==> src/rtl/my_pkg.sv <==
// Shared types and constants for the ALU issue stage: operand width, ALU op
// codes, RV32I opcodes and the issue payload carried through the skid buffer.
package my_pkg;

    localparam int unsigned DATA_WIDTH  = 32;
    localparam int unsigned INSTR_WIDTH = 32;

    typedef enum logic [3:0] {
        ALU_ADD  = 4'd0,
        ALU_SUB  = 4'd1,
        ALU_SLL  = 4'd2,
        ALU_SLT  = 4'd3,
        ALU_SLTU = 4'd4,
        ALU_XOR  = 4'd5,
        ALU_SRL  = 4'd6,
        ALU_SRA  = 4'd7,
        ALU_OR   = 4'd8,
        ALU_AND  = 4'd9,
        ALU_LUI  = 4'd10
    } alu_op_e;

    localparam logic [6:0] OPC_OP     = 7'b0110011;
    localparam logic [6:0] OPC_OP_IMM = 7'b0010011;
    localparam logic [6:0] OPC_LUI    = 7'b0110111;
    localparam logic [6:0] OPC_AUIPC  = 7'b0010111;
    localparam logic [6:0] OPC_JAL    = 7'b1101111;
    localparam logic [6:0] OPC_JALR   = 7'b1100111;
    localparam logic [6:0] OPC_LOAD   = 7'b0000011;
    localparam logic [6:0] OPC_STORE  = 7'b0100011;
    localparam logic [6:0] OPC_BRANCH = 7'b1100011;

    typedef struct packed {
        logic [DATA_WIDTH-1:0] a;
        logic [DATA_WIDTH-1:0] b;
        alu_op_e               op;
        logic                  is_branch;
        logic [2:0]            funct3;
        logic                  illegal;
    } alu_issue_t;

    // Register/immediate ALU op from funct3; alt selects SUB/SRA variants.
    function automatic alu_op_e alu_op_decode(input logic [2:0] funct3, input logic alt);
        alu_op_e op;
        case (funct3)
            3'b000:  op = alt ? ALU_SUB : ALU_ADD;
            3'b001:  op = ALU_SLL;
            3'b010:  op = ALU_SLT;
            3'b011:  op = ALU_SLTU;
            3'b100:  op = ALU_XOR;
            3'b101:  op = alt ? ALU_SRA : ALU_SRL;
            3'b110:  op = ALU_OR;
            default: op = ALU_AND;
        endcase
        return op;
    endfunction

endpackage

==> src/rtl/alu_issue_stage_if.sv <==
// ID-side and EX-side handshake bundle of the ALU issue stage.
interface alu_issue_stage_if
    import my_pkg::*;
();

    logic                  in_valid;
    logic                  in_ready;
    logic [INSTR_WIDTH-1:0] in_instr;
    logic [DATA_WIDTH-1:0] in_pc;
    logic [DATA_WIDTH-1:0] in_rs1_data;
    logic [DATA_WIDTH-1:0] in_rs2_data;
    logic                  flush;
    logic                  out_valid;
    logic                  out_ready;
    logic [DATA_WIDTH-1:0] out_a;
    logic [DATA_WIDTH-1:0] out_b;
    logic [3:0]            out_alu_op;
    logic                  out_is_branch;
    logic [2:0]            out_funct3;
    logic                  out_illegal;

    // The issue stage itself.
    modport slave (
        input  in_valid, in_instr, in_pc, in_rs1_data, in_rs2_data, flush, out_ready,
        output in_ready, out_valid, out_a, out_b, out_alu_op, out_is_branch,
               out_funct3, out_illegal
    );

    // The surrounding pipeline (ID producer and EX consumer).
    modport master (
        output in_valid, in_instr, in_pc, in_rs1_data, in_rs2_data, flush, out_ready,
        input  in_ready, out_valid, out_a, out_b, out_alu_op, out_is_branch,
               out_funct3, out_illegal
    );

endinterface

==> src/rtl/alu_issue_decode.sv <==
// Combinational RV32I decode of one instruction into ALU op and operands.
module alu_issue_decode
    import my_pkg::*;
(
    input  logic [INSTR_WIDTH-1:0] instr,
    input  logic [DATA_WIDTH-1:0]  pc,
    input  logic [DATA_WIDTH-1:0]  rs1,
    input  logic [DATA_WIDTH-1:0]  rs2,
    output alu_issue_t             issue
);

    logic [6:0]            opcode;
    logic [2:0]            funct3;
    logic [6:0]            funct7;
    logic [DATA_WIDTH-1:0] imm_i;
    logic [DATA_WIDTH-1:0] imm_s;
    logic [DATA_WIDTH-1:0] imm_u;
    logic [DATA_WIDTH-1:0] shamt;
    logic                  illegal;

    assign opcode = instr[6:0];
    assign funct3 = instr[14:12];
    assign funct7 = instr[31:25];
    assign imm_i  = DATA_WIDTH'({{20{instr[31]}}, instr[31:20]});
    assign imm_s  = DATA_WIDTH'({{20{instr[31]}}, instr[31:25], instr[11:7]});
    assign imm_u  = DATA_WIDTH'({instr[31:12], 12'b0});
    assign shamt  = DATA_WIDTH'(instr[24:20]);

    always_comb begin
        issue        = '0;
        issue.op     = ALU_ADD;
        issue.funct3 = funct3;
        illegal      = 1'b0;
        case (opcode)
            OPC_OP: begin
                issue.a = rs1;
                issue.b = rs2;
                if (funct7 == 7'b0000000)
                    issue.op = alu_op_decode(funct3, 1'b0);
                else if (funct7 == 7'b0100000 && (funct3 == 3'b000 || funct3 == 3'b101))
                    issue.op = alu_op_decode(funct3, 1'b1);
                else
                    illegal = 1'b1;
            end
            OPC_OP_IMM: begin
                issue.a = rs1;
                issue.b = imm_i;
                // Shifts take a 5-bit shamt; upper bits are funct7, not immediate.
                if (funct3 == 3'b001) begin
                    issue.b  = shamt;
                    issue.op = ALU_SLL;
                    illegal  = (funct7 != 7'b0000000);
                end else if (funct3 == 3'b101) begin
                    issue.b = shamt;
                    if (funct7 == 7'b0000000)
                        issue.op = ALU_SRL;
                    else if (funct7 == 7'b0100000)
                        issue.op = ALU_SRA;
                    else
                        illegal = 1'b1;
                end else begin
                    issue.op = alu_op_decode(funct3, 1'b0);
                end
            end
            OPC_LUI: begin
                issue.op = ALU_LUI;
                issue.b  = imm_u;
            end
            OPC_AUIPC: begin
                issue.a = pc;
                issue.b = imm_u;
            end
            OPC_JAL, OPC_JALR: begin
                issue.a = pc;
                issue.b = DATA_WIDTH'(4);
            end
            OPC_LOAD: begin
                issue.a = rs1;
                issue.b = imm_i;
            end
            OPC_STORE: begin
                issue.a = rs1;
                issue.b = imm_s;
            end
            OPC_BRANCH: begin
                issue.a         = rs1;
                issue.b         = rs2;
                issue.is_branch = 1'b1;
                case (funct3)
                    3'b000, 3'b001: issue.op = ALU_SUB;
                    3'b100, 3'b101: issue.op = ALU_SLT;
                    3'b110, 3'b111: issue.op = ALU_SLTU;
                    default:        illegal  = 1'b1;
                endcase
            end
            default: illegal = 1'b1;
        endcase
        // Illegal instructions still flow down the pipe but with inert operands.
        if (illegal) begin
            issue.a         = '0;
            issue.b         = '0;
            issue.op        = ALU_ADD;
            issue.is_branch = 1'b0;
        end
        issue.illegal = illegal;
    end

endmodule

==> src/rtl/alu_issue_stage.sv <==
// ALU issue stage: decode plus a registered two-entry skid buffer between ID and EX.
module alu_issue_stage
    import my_pkg::*;
(
    input  logic                clk,
    input  logic                rst,
    alu_issue_stage_if.slave    bus
);

    alu_issue_t dec;
    alu_issue_t main_q, main_d;
    alu_issue_t skid_q, skid_d;
    logic       main_valid_q, main_valid_d;
    logic       skid_valid_q, skid_valid_d;
    logic       accept;
    logic       drain;

    alu_issue_decode u_decode (
        .instr (bus.in_instr),
        .pc    (bus.in_pc),
        .rs1   (bus.in_rs1_data),
        .rs2   (bus.in_rs2_data),
        .issue (dec)
    );

    // in_ready depends only on state, never on out_ready.
    assign bus.in_ready = ~skid_valid_q & ~rst;
    assign accept       = bus.in_valid & bus.in_ready;
    assign drain        = main_valid_q & bus.out_ready;

    always_comb begin
        main_d       = main_q;
        skid_d       = skid_q;
        main_valid_d = main_valid_q;
        skid_valid_d = skid_valid_q;
        if (bus.flush) begin
            main_valid_d = 1'b0;
            skid_valid_d = 1'b0;
        end else if (!main_valid_q || drain) begin
            // Skid full implies in_ready=0, so skid and input never compete.
            if (skid_valid_q) begin
                main_d       = skid_q;
                main_valid_d = 1'b1;
                skid_valid_d = 1'b0;
            end else if (accept) begin
                main_d       = dec;
                main_valid_d = 1'b1;
            end else begin
                main_valid_d = 1'b0;
            end
        end else if (accept) begin
            skid_d       = dec;
            skid_valid_d = 1'b1;
        end
    end

    always_ff @(posedge clk) begin
        if (rst) begin
            main_q       <= '0;
            skid_q       <= '0;
            main_valid_q <= 1'b0;
            skid_valid_q <= 1'b0;
        end else begin
            main_q       <= main_d;
            skid_q       <= skid_d;
            main_valid_q <= main_valid_d;
            skid_valid_q <= skid_valid_d;
        end
    end

    assign bus.out_valid     = main_valid_q;
    assign bus.out_a         = main_q.a;
    assign bus.out_b         = main_q.b;
    assign bus.out_alu_op    = main_q.op;
    assign bus.out_is_branch = main_q.is_branch;
    assign bus.out_funct3    = main_q.funct3;
    assign bus.out_illegal   = main_q.illegal;

endmodule
==> src/flat_wrapper.sv <==
// flat-port wrapper written by rule: the top's interface ports become plain ports
module alu_issue_stage_flat import my_pkg::*;
  (clk, rst, bus_in_valid, bus_in_instr, bus_in_pc, bus_in_rs1_data, bus_in_rs2_data, bus_flush, bus_out_ready, bus_in_ready, bus_out_valid, bus_out_a, bus_out_b, bus_out_alu_op, bus_out_is_branch, bus_out_funct3, bus_out_illegal);
  alu_issue_stage_if bus_i ();
  input  logic clk;
  input  logic rst;
  input wire logic [$bits(bus_i.in_valid)-1:0] bus_in_valid;
  input wire logic [$bits(bus_i.in_instr)-1:0] bus_in_instr;
  input wire logic [$bits(bus_i.in_pc)-1:0] bus_in_pc;
  input wire logic [$bits(bus_i.in_rs1_data)-1:0] bus_in_rs1_data;
  input wire logic [$bits(bus_i.in_rs2_data)-1:0] bus_in_rs2_data;
  input wire logic [$bits(bus_i.flush)-1:0] bus_flush;
  input wire logic [$bits(bus_i.out_ready)-1:0] bus_out_ready;
  output wire logic [$bits(bus_i.in_ready)-1:0] bus_in_ready;
  output wire logic [$bits(bus_i.out_valid)-1:0] bus_out_valid;
  output wire logic [$bits(bus_i.out_a)-1:0] bus_out_a;
  output wire logic [$bits(bus_i.out_b)-1:0] bus_out_b;
  output wire logic [$bits(bus_i.out_alu_op)-1:0] bus_out_alu_op;
  output wire logic [$bits(bus_i.out_is_branch)-1:0] bus_out_is_branch;
  output wire logic [$bits(bus_i.out_funct3)-1:0] bus_out_funct3;
  output wire logic [$bits(bus_i.out_illegal)-1:0] bus_out_illegal;
  assign bus_i.in_valid = bus_in_valid;
  assign bus_i.in_instr = bus_in_instr;
  assign bus_i.in_pc = bus_in_pc;
  assign bus_i.in_rs1_data = bus_in_rs1_data;
  assign bus_i.in_rs2_data = bus_in_rs2_data;
  assign bus_i.flush = bus_flush;
  assign bus_i.out_ready = bus_out_ready;
  assign bus_in_ready = bus_i.in_ready;
  assign bus_out_valid = bus_i.out_valid;
  assign bus_out_a = bus_i.out_a;
  assign bus_out_b = bus_i.out_b;
  assign bus_out_alu_op = bus_i.out_alu_op;
  assign bus_out_is_branch = bus_i.out_is_branch;
  assign bus_out_funct3 = bus_i.out_funct3;
  assign bus_out_illegal = bus_i.out_illegal;
  alu_issue_stage u_core (.clk(clk), .rst(rst), .bus(bus_i));
endmodule
==> config.mk <==
export PLATFORM = sky130hd
export DESIGN_NAME = alu_issue_stage_flat
export DESIGN_NICKNAME = d
export VERILOG_FILES = /design/src/rtl/my_pkg.sv /design/src/rtl/alu_issue_stage_if.sv /design/src/rtl/alu_issue_decode.sv /design/src/rtl/alu_issue_stage.sv /design/src/flat_wrapper.sv
export SDC_FILE = /design/constraint.sdc
export NUM_CORES = 1
export LEC_CHECK = 0
export CAP_MARGIN = 10
export CORE_ASPECT_RATIO = 0.75
export CORE_MARGIN = 2
export CORE_UTILIZATION = 30
export CTS_CLUSTER_DIAMETER = 150
export CTS_CLUSTER_SIZE = 40
export DETAILED_ROUTE_END_ITERATION = 16
export GPL_TIMING_DRIVEN = 0
export PLACE_DENSITY_LB_ADDON = 0.1
export SYNTH_ARGS = -nofsm -noshare
export SYNTH_HDL_FRONTEND = slang
export SYNTH_SLANG_ARGS = --single-unit
export TNS_END_PERCENT = 100
==> constraint.sdc <==
create_clock -name clk -period 3.9 [get_ports clk]
set_input_delay 0.975 -clock clk [delete_from_list [all_inputs] [get_ports clk]]
set_output_delay 0.975 -clock clk [all_outputs]
set_load 0.02 [all_outputs]
### After elaboration in Yosys (flattened, before gate mapping)

Cells that the tools add are included.

* input port bits: 133
* flip-flop bits (word level): 148
* word-level logic and storage cells: 88
* output and inout port bits: 75

* equal/unequal tests: 17
* bitwise logic cells: 7
* mux-type cells: 28
* reductions and logical operators: 22

Operators by type and width (count)
* one-hot mux 32 bit (6 select lines): 1
* two-way mux 73 bit: 2
* two-way mux 69 bit: 1
* one-hot mux 32 bit (2 select lines): 1
* one-hot mux 4 bit (7 select lines): 2
* two-way mux 36 bit: 1
* two-way mux 32 bit: 1
* == test 7 x 6 -> 1 bit (second input constant): 4
* == test 7 bit (second input constant): 3
* one-hot mux 4 bit (5 select lines): 1
* one-hot mux 4 bit (4 select lines): 1
* == test 7 x 5 -> 1 bit (second input constant): 2
* OR reduction 2 bit: 7
* == test 3 bit (second input constant): 4
* two-way mux 4 bit: 3
* OR reduction 6 bit: 2
* two-way mux 1 bit: 10
* one-hot mux 3 bit (3 select lines): 1
* == test 7 x 2 -> 1 bit (second input constant): 1
* zero test 7 bit: 1
* nonzero test 7 bit: 1
* == test 3 x 2 -> 1 bit (second input constant): 2
* two-way mux 3 bit: 2
* AND reduction 3 bit: 2
* other kinds (11): 18

### Depth between registers and ports, before layout

Gate-level depths: netlist of the first run.

* depth in word-level cells: 9
* gate-level depth with buffers: 10
* depth with buffers taken out: 6

### Modules after synthesis

From an unflattened synthesis of the first run, not the netlist that was laid out.

* cell total of the unflattened synthesis: 1042
* area total of the unflattened synthesis: 8913.5 sq um

By module, submodules not included
* alu_issue_stage: seq. area each 2962.8 sq um, cells each 744, times used 1, area an instance 6840.3 sq um
* alu_issue_decode: seq. area each 0.0 sq um, cells each 298, times used 1, area an instance 2073.2 sq um

### Worst setup path before layout of the first run

No wires, ideal clock.

* path type: input to register
* start: input port bus_in_instr[6]
* end: register u_core.skid_q[11] (netlist name)
* stages on the path: 9
* required time: 3783 ps
* slack: 1048 ps
* library setup time: 117 ps
* path buffers: 3
* arrival: 2736 ps
* cell sequence: buf_2 > nand2b_1 > or3_1 > o32ai_2 > nor3_1 > and2_1 > buf_6 > buf_6 > a22o_1

* word-level cells in the longest chain between the ends: 4
* elaborated cells on any way between the ends: 16
* those cells by class: eq/ne: 9; mux: 3; reduce/logical: 4

RTL lines
* start: declaration: line flat_wrapper.sv:8 `input wire logic [$bits(bus_i.in_instr)-1:0] bus_in_instr;`
* == test 7 x 6 -> 1 bit (tied with other cells): line alu_issue_decode.sv:34 `case (opcode)`
* OR reduction 6 bit (no source line) / OR reduction 2 bit (equally long branches)
* one-hot mux 1 bit (4 select lines) / one-hot mux 32 bit (6 select lines) (equally long branches): line alu_issue_decode.sv:34
* two-way mux 69 bit (*): line alu_issue_decode.sv:99 `if (illegal) begin`
* end signal: assignment: line alu_issue_stage.sv:65 `skid_q <= skid_d;`
* end: declaration: line alu_issue_stage.sv:12 `alu_issue_t skid_q, skid_d;`

Every way passes the cells marked *; elsewhere a longest branch is shown, timed or not.
A chain may end at the register's enable or synchronous reset.

### Worst setup path in the final report of the first run

* start: input port bus_in_instr[3]
* end: register u_core.main_q, in the netlist u_core.bus.out_b[21]

* word-level cells in the longest chain between the ends: 6
* elaborated cells on any way between the ends: 18
* those cells by class: eq/ne: 9; mux: 5; reduce/logical: 4

RTL lines
* == test 7 x 6 -> 1 bit (tied with other cells): line alu_issue_decode.sv:34
* OR reduction 6 bit (no source line) / OR reduction 2 bit (equally long branches)
* one-hot mux 1 bit (4 select lines) / one-hot mux 32 bit (6 select lines) (equally long branches): line alu_issue_decode.sv:34
* two-way mux 69 bit (*): line alu_issue_decode.sv:99
* two-way mux 73 bit (*): line alu_issue_stage.sv:45 `end else if (accept) begin`
* two-way mux 73 bit (*): line alu_issue_stage.sv:41 `if (skid_valid_q) begin`
* end signal: assignment: line alu_issue_stage.sv:64 `main_q <= main_d;`
* end: declaration: line alu_issue_stage.sv:11 `alu_issue_t main_q, main_d;`

Every way passes the cells marked *; elsewhere a longest branch is shown, timed or not. The select of a mux whose other input is x is not followed.

==> flow_summary.ini, run 1 <==
[worst_hold_path]
min_path_cells = 2
hp-class = reg -> reg

[synthesis]
synth-async-reset-ratio_pct = 0
synthesis.area_sq_um = 6638
synth_edf_count = 0
syn_inst = 694
synth_fp_nets = 827
synth_top_family_by_area = compound AO/OA/AOI/OAI gates
synth_seq_cells = 148
synth_top_area_cell = dfxtp_1
synthFlopType = dfxtp_1
syn_avg_cell_area_sq_um = 9.564
synth_cell_type_count = 47
synth_fa_ha_area_share_pct = 0
synthTopCellsByCount = 148 x dfxtp_1, 104 x a22o_1, 86 x nor2_1
yosysMostFrequentCell = dfxtp_1
yosys.area.top_type_share_pct = 44.64
ys_seq_area_share_pct = 44.64
yosys_warnings = 0
synth-compound-area-share_pct = 38.21
synth-simple-area-share_pct = 10.10
synthTopCellsByArea = dfxtp_1 45%, a22o_1 14%, o21ai_0 6.3%
synth_xor_area_share_pct = 0.2639
synth_mux_area_share_pct = 0.9048

[power_and_ir_drop]
p_per_area_nw_per_um2 = 402.4
switching_share_pct = 24.08
p_int_mw = 2.968
p_clk_share_pct = 47.7
p_switching_mw = 0.9413
ir_drop_v = 0.0003104
p_leak_nw = 3.663
seqPwrFrac_pct = 40.1
pwr-share-comb_pct = 12.2

[layout]
design.final.nets = 1050
finalInstanceArea_sq_um = 9716
areaGrowthSynthToFinish_pct = 46.37
drive_gt1_share_pct = 8.387
num-fill-cells = 2187

[global_route]
grt_pass1_wl_mm = 37.16
grt_start_max_net_pins = 17
grtUsageTotal_pct = 20.67
antenna_found_initial = 1
grt_pass1_vias = 6295
grt-ovfl-total = 0

[cts]
hold_buffers = 0
cts_tree = done
cts.reportedPaths.clkPinSlew_ps = 60
ctsHtreeMaxLevel = 4
cts_num_sinks = 148
cts_resized = 0
clock_latency_ps = 430
clockRootBuffer = clkbuf_16
post_cts_buffers = 0
cts_made_buffers = 17
clockBufferDepth = 2

[detailed_routing]
wl_per_cell_microns = 19.66
drc = 0
first_pass_iters = 5
drt_iter0_markers = 512
drt_wl_total_mm = 24.08
ant_nets = 0
vias = 6504
drt-vias-per-instance = 5.309

[placement]
dpl_cell_area_sq_um = 9042
dpl.hpwl_mm = 17.67
portBuffers = 203
gp_congestion = 0.8131

[floorplanning]
core_sq_um = 21880
io_pins = 208
dieArea_sq_um = 23340
fp-row-count = 47
fp.dieH_microns = 132.8
start_util_pct = 30.34
die_x_microns = 175.8

[flow_run]
drv_cap = 0

[sta]
fin_crit_ps = 3341
holdWs_ps = 465.9
hold_viol_final = 0
drv_slew = 0
setup_viol = 0
rsz0062_at_grt = no
tightestPinTransition_ps = 805.8
slew_headroom_pct = 46.28
fmax_mhz = 299.3
finalCritPeriodShare_pct = 85.66
worst_clock_skew_ps = 9.072

[worst_setup_path]
cp_num_cells = 10
crit_type = in -> reg
critPathMaxFanout = 10
critPathTopFamily = buffers and inverters
cp_num_buf_inv = 4
critPathCaptureType = flip-flop
required_ps = 4210
max_stage_delay_ps = 510
cp_slowest_cell = clkdlybuf4s50_1
reg2regPathDepth = 6
path_cells = clkdlybuf4s50_1, nand4bb_1, clkbuf_1, or3_1, o32ai_2, nor4_4, buf_4, buf_6, a221oi_2, nor2_1
crit_path_start_kind = primary input
crit_arrival_ps = 3650

[status]
status = complete, no violations
[cell usage in the layout, fill, tap and decap left out, types with 8 or more instances in the layout]
| cell | count |
|---|---|
| clkbuf_16 | 17 |
| a221oi_1 | 41 |
| o21ai_0 | 83 |
| nand2_1 | 16 |
| nor2_1 | 86 |
| a211oi_1 | 8 |
| a21oi_1 | 11 |
| a221o_1 | 19 |
| clkbuf_1 | 56 |
| a22o_1 | 104 |
| a221oi_2 | 24 |
| clkdlybuf4s50_1 | 203 |
| dfxtp_1 | 148 |
| nor3_1 | 8 |
| buf_6 | 9 |
[tightest hold or removal path, stage by stage, from the launching register on]
cell and delay, ps:
dfxtp_1 330, nand2_1 50, o21ai_0 60
[cells by family (layout without fill, tap and decap cells)]
| logic type | after synthesis | after routing |
|---|---|---|
| AND/OR/NAND/NOR | 144 | 144 |
| flip-flops | 148 | 148 |
| XOR/XNOR | 2 | 2 |
| other | 0 | 1 |
| multiplexers | 6 | 6 |
| buffers and inverters | 83 | 319 |
| AO/OA/AOI/OAI | 311 | 311 |
[worst paths after layout]
check / slack [ps] / startpoint / to
setup / recovery: 560 / bus_in_instr[3] / u_core.bus.out_b[21]$_SDFFE_PP0P_
hold / removal: 470 / u_core.skid_q[4]$_SDFFE_PP0P_ / u_core.skid_q[4]$_SDFFE_PP0P_
setup reg to reg: 1430 / u_core.skid_valid_q$_SDFFE_PP0P_ / u_core.skid_q[31]$_SDFFE_PP0P_
hold reg to reg: 470 / u_core.skid_q[4]$_SDFFE_PP0P_ / u_core.skid_q[4]$_SDFFE_PP0P_
[per-layer routing]
metal  share of wire [%]  wire [microns]  up-vias  track usage (%)
li1                    -               -     3143                -
met1                  50           12130     3140            30.96
met2                  43           10360      198            29.62
met3                 5.2            1258       23            4.598
met4                 1.4             331        0            5.601
met5                   0               0        -                0
[metrics by stage]
step	TNS (ps)	total power [mW]	setup WS, ps	util, %	instances
after floorplan	0	1.795	1048	-	694
after detailed placement	0	2.076	139.2	41.33	1192
after global routing	0	4.048	363.6	44.41	1225
final	0	3.910	559.1	44.41	1225
after CTS	0	3.948	582.7	44.40	1224
after global placement	-1027	2.076	-98.66	41.31	1191
[area by class of cell]
class	instances	area, sq um	share of cell area, %
multi-input combinational	463	3284	33.81
buffer	77	367.9	3.786
antenna	1	2.502	0.02576
inverter	6	22.52	0.2318
tap	294	367.9	3.786
timing repair buffer	204	2037	20.97
clock buffer	19	452.9	4.662
clock inverter	13	217.7	2.241
sequential	148	2963	30.50
[power by group through the flow]
stage	registers, mW	logic, mW	clock network (mW)
CTS	1.57	0.478	1.90
floorplan	1.64	0.151	0
global route	1.57	0.513	1.96
detailed placement	1.60	0.475	0
finish	1.57	0.477	1.87
global placement	1.60	0.475	0
[state kept, by name, indices dropped and copies added, names as in the netlist]
register                  count
u_core.bus.out_alu_op         4
u_core.bus.out_is_branch      1
u_core.skid_valid_q           1
u_core.bus.out_funct3         3
u_core.bus.out_valid          1
u_core.bus.out_b             32
u_core.bus.out_a             32
u_core.bus.out_illegal        1
u_core.skid_q                73
Note: power is estimated with default switching activity, not from simulation.
==> run 2, diff against run 1 <==
--- a/config.mk
+++ b/config.mk
@@ -16,5 +16,6 @@
 export PLACE_DENSITY_LB_ADDON = 0.1
 export SYNTH_ARGS = -nofsm -noshare
 export SYNTH_HDL_FRONTEND = slang
+export SYNTH_HIERARCHICAL = 1
 export SYNTH_SLANG_ARGS = --single-unit
 export TNS_END_PERCENT = 100
==> run 2 against run 1 <==
Effect of this change:
- total power shrank 11%
- maximum frequency shrank 8.2%
- critical endpoint is now u_core/bus.out_b[0]$_SDFFE_PP0P_
- clock-buffer cell count is 2 higher
- routed wire length rose by 35%
- first-iteration DRC count rose by 24%
==> flow_summary.ini, run 2 <==
[status]
status = complete, no violations

[synthesis]
syn_inst = 1042
synthTopCellsByCount = 148 x dfxtp_1, 84 x nor2_1, 79 x a21oi_1
syn_avg_cell_area_sq_um = 8.554
synth_edf_count = 0
yosysMostFrequentCell = dfxtp_1
ys_seq_area_share_pct = 33.24
yosys.area.top_type_share_pct = 33.24
synthTopCellsByArea = dfxtp_1 33%, mux2_2 9.2%, mux2i_1 8.8%
yosys_warnings = 6
synth-async-reset-ratio_pct = 0
synth_seq_cells = 148
synth_top_area_cell = dfxtp_1
synth_fp_nets = 1175
synthesis.area_sq_um = 8914
synth_cell_type_count = 56
synthFlopType = dfxtp_1

[sta]
finalCritPeriodShare_pct = 93.29
tightestPinTransition_ps = 1079
drv_slew = 0
slew_headroom_pct = 27.84
rsz0062_at_grt = no
fin_crit_ps = 3638
worst_clock_skew_ps = 7.456
hold_viol_final = 0
setup_viol = 0
fmax_mhz = 274.8

[layout]
finalInstanceArea_sq_um = 12000
utilization_pct = 41.11
num-fill-cells = 3028
layout.cells.non_filler = 1672
largest_register = u_core/skid_q
areaGrowthSynthToFinish_pct = 34.63
layout_common_cells = 203 x clkdlybuf4s50_1, 148 x dfxtp_1, 84 x nor2_1
design.final.nets = 1396
largest_reg_flops = 73
final_common_cell = clkdlybuf4s50_1
drive_gt1_share_pct = 16.41

[worst_setup_path]
r2r-end = u_core/bus.out_a[30]$_SDFFE_PP0P_
cp-startpoint = bus_in_instr[26]
critPathCaptureType = flip-flop
required_ps = 4280
crit_path_start_kind = primary input
reg2regPathDepth = 6
critPathMaxFanout = 10
cp_slowest_cell = nor4_1
cp_num_buf_inv = 1
crit_top_cell = nor2_1
critPathTopFamily = simple AND/OR/NAND/NOR gates
crit_type = in -> reg
max_stage_delay_ps = 780
path_cells = clkdlybuf4s50_1, or4_4, nor2_1, o21ai_1, nor4_1, mux2i_1, nor2_1, mux2_2
crit_arrival_ps = 4020
r2r-start = u_core/skid_valid_q$_SDFFE_PP0P_
r2r_slack_ps = 1750

[power_and_ir_drop]
p_leak_nw = 3.824
p_per_area_nw_per_um2 = 289.3
total_power_mw = 3.472
ir_drop_v = 0.0003138

[detailed_routing]
vias = 8631
drc = 0
ant_nets = 0
drt-vias-per-instance = 5.162
wl_per_cell_microns = 19.48
first_pass_iters = 5
drt_iter0_markers = 637
drt_wl_total_mm = 32.57

[floorplanning]
fp-row-count = 54
io_pins = 208
dieArea_sq_um = 31120
die_x_microns = 203.0
core_sq_um = 29190
start_util_pct = 30.54
fp.dieH_microns = 153.3

[worst_hold_path]
hp-class = reg -> reg
min_path_cells = 2
whs_endpoint = u_core/skid_q[5]$_SDFFE_PP0P_
min_from = u_core/skid_q[5]$_SDFFE_PP0P_

[cts]
clockRootBuffer = clkbuf_16
post_cts_buffers = 0
cts_tree = done
clockBufferDepth = 2
cts.reportedPaths.clkPinSlew_ps = 60
cts_made_buffers = 17
cts_num_sinks = 148
clock_latency_ps = 440
ctsHtreeMaxLevel = 4

[placement]
dpl_cell_area_sq_um = 11440
dpl.hpwl_mm = 24.32
gp_congestion = 0.8622
dp_cells = 1637
portBuffers = 203

[global_route]
antenna_found_initial = 9
grt_pass1_wl_mm = 50.20
grtUsageTotal_pct = 20.92
grt_pass1_vias = 8632
grt_start_max_net_pins = 20
grt-ovfl-total = 0

[flow_run]
drv_cap = 0
-- run 2: changes by cell type in the layout (fill, tap and decap cells not counted), moves of 40 or more --
cell,previous run,this run
mux2i_1,6,78
a211oi_2,0,40
a22o_1,104,0
mux2_2,0,73
a221oi_1,41,1
nand3_1,3,75
o21ai_1,1,61
nor2b_1,6,78
a21oi_1,11,78
-- run 2: worst max path at each step --
stage,depth (start not counted),end,slack [ps]
floorplan,9,u_core/bus.out_illegal$_SDFFE_PP0P_,990
global placement,10,u_core/bus.out_a[30]$_SDFFE_PP0P_,-280
detailed placement,10,u_core/bus.out_a[30]$_SDFFE_PP0P_,-280
CTS,10,u_core/bus.out_a[30]$_SDFFE_PP0P_,170
global route,10,u_core/bus.out_a[30]$_SDFFE_PP0P_,160
finish,8,u_core/bus.out_b[0]$_SDFFE_PP0P_,260
-- run 2: layout make-up --
cell class	count	area, sq um	area share [%]
flip-flops and latches	148	2963	24.69
diodes	6	15.01	0.1251
inverters	7	26.28	0.2190
well taps	392	490.5	4.087
clock inverters	9	82.58	0.6881
plain buffers	117	641.9	5.349
clock buffers	21	460.4	3.837
multi-input cells	769	5289	44.07
repair buffers	203	2032	16.93
-- run 2: report_power, final --
part | leakage, nW | internal [mW] | switching [mW]
logic | 2.37 | 0.188 | 0.215
registers | 1.19 | 1.51 | 0.00145
clock network | 0.265 | 0.899 | 0.653
total | 3.82 | 2.60 | 0.870
-- run 2: logic make-up after synthesis --
kind of cell	count (synthesis)	share of synthesized area, %
buffers and inverters	125	7.524
AOI/OAI and AO/OA	300	22.54
muxes	151	17.98
and+or+nand+nor	315	18.42
DFF	148	33.24
xor gates and xnor gates	3	0.2948
-- run 2: metrics by stage --
stage	hold WS, ps	worst slack (ps)	setup TNS, ps
floorplan	453.5	986.2	0
detailed placement	465.8	-282.2	-645.2
global placement	460.3	-280.0	-651.3
finish	475.0	261.6	0
global route	489.7	161.2	0
CTS	473.9	165.0	0
-- run 2: layer usage --
metal / GRT usage, % / vias up / share of wire [%]
met5: 0 / - / 0.14
met4: 6.917 / 6 / 2.0
met3: 4.840 / 45 / 5.6
met2: 30.98 / 236 / 43
met1: 29.73 / 4132 / 49
li1: - / 4212 / -
-- run 2: tightest hold or removal path, cell delays in order (launching register included) --
cell	delay [ps]
dfxtp_1	300
o21ai_0	60
a21oi_1	60
-- run 2: timing repair --
action                                  in CTS  in global routing
hold buffers                                 0                  0
gates resized for setup                      0                  4
endpoints found under the setup margin       1                  1
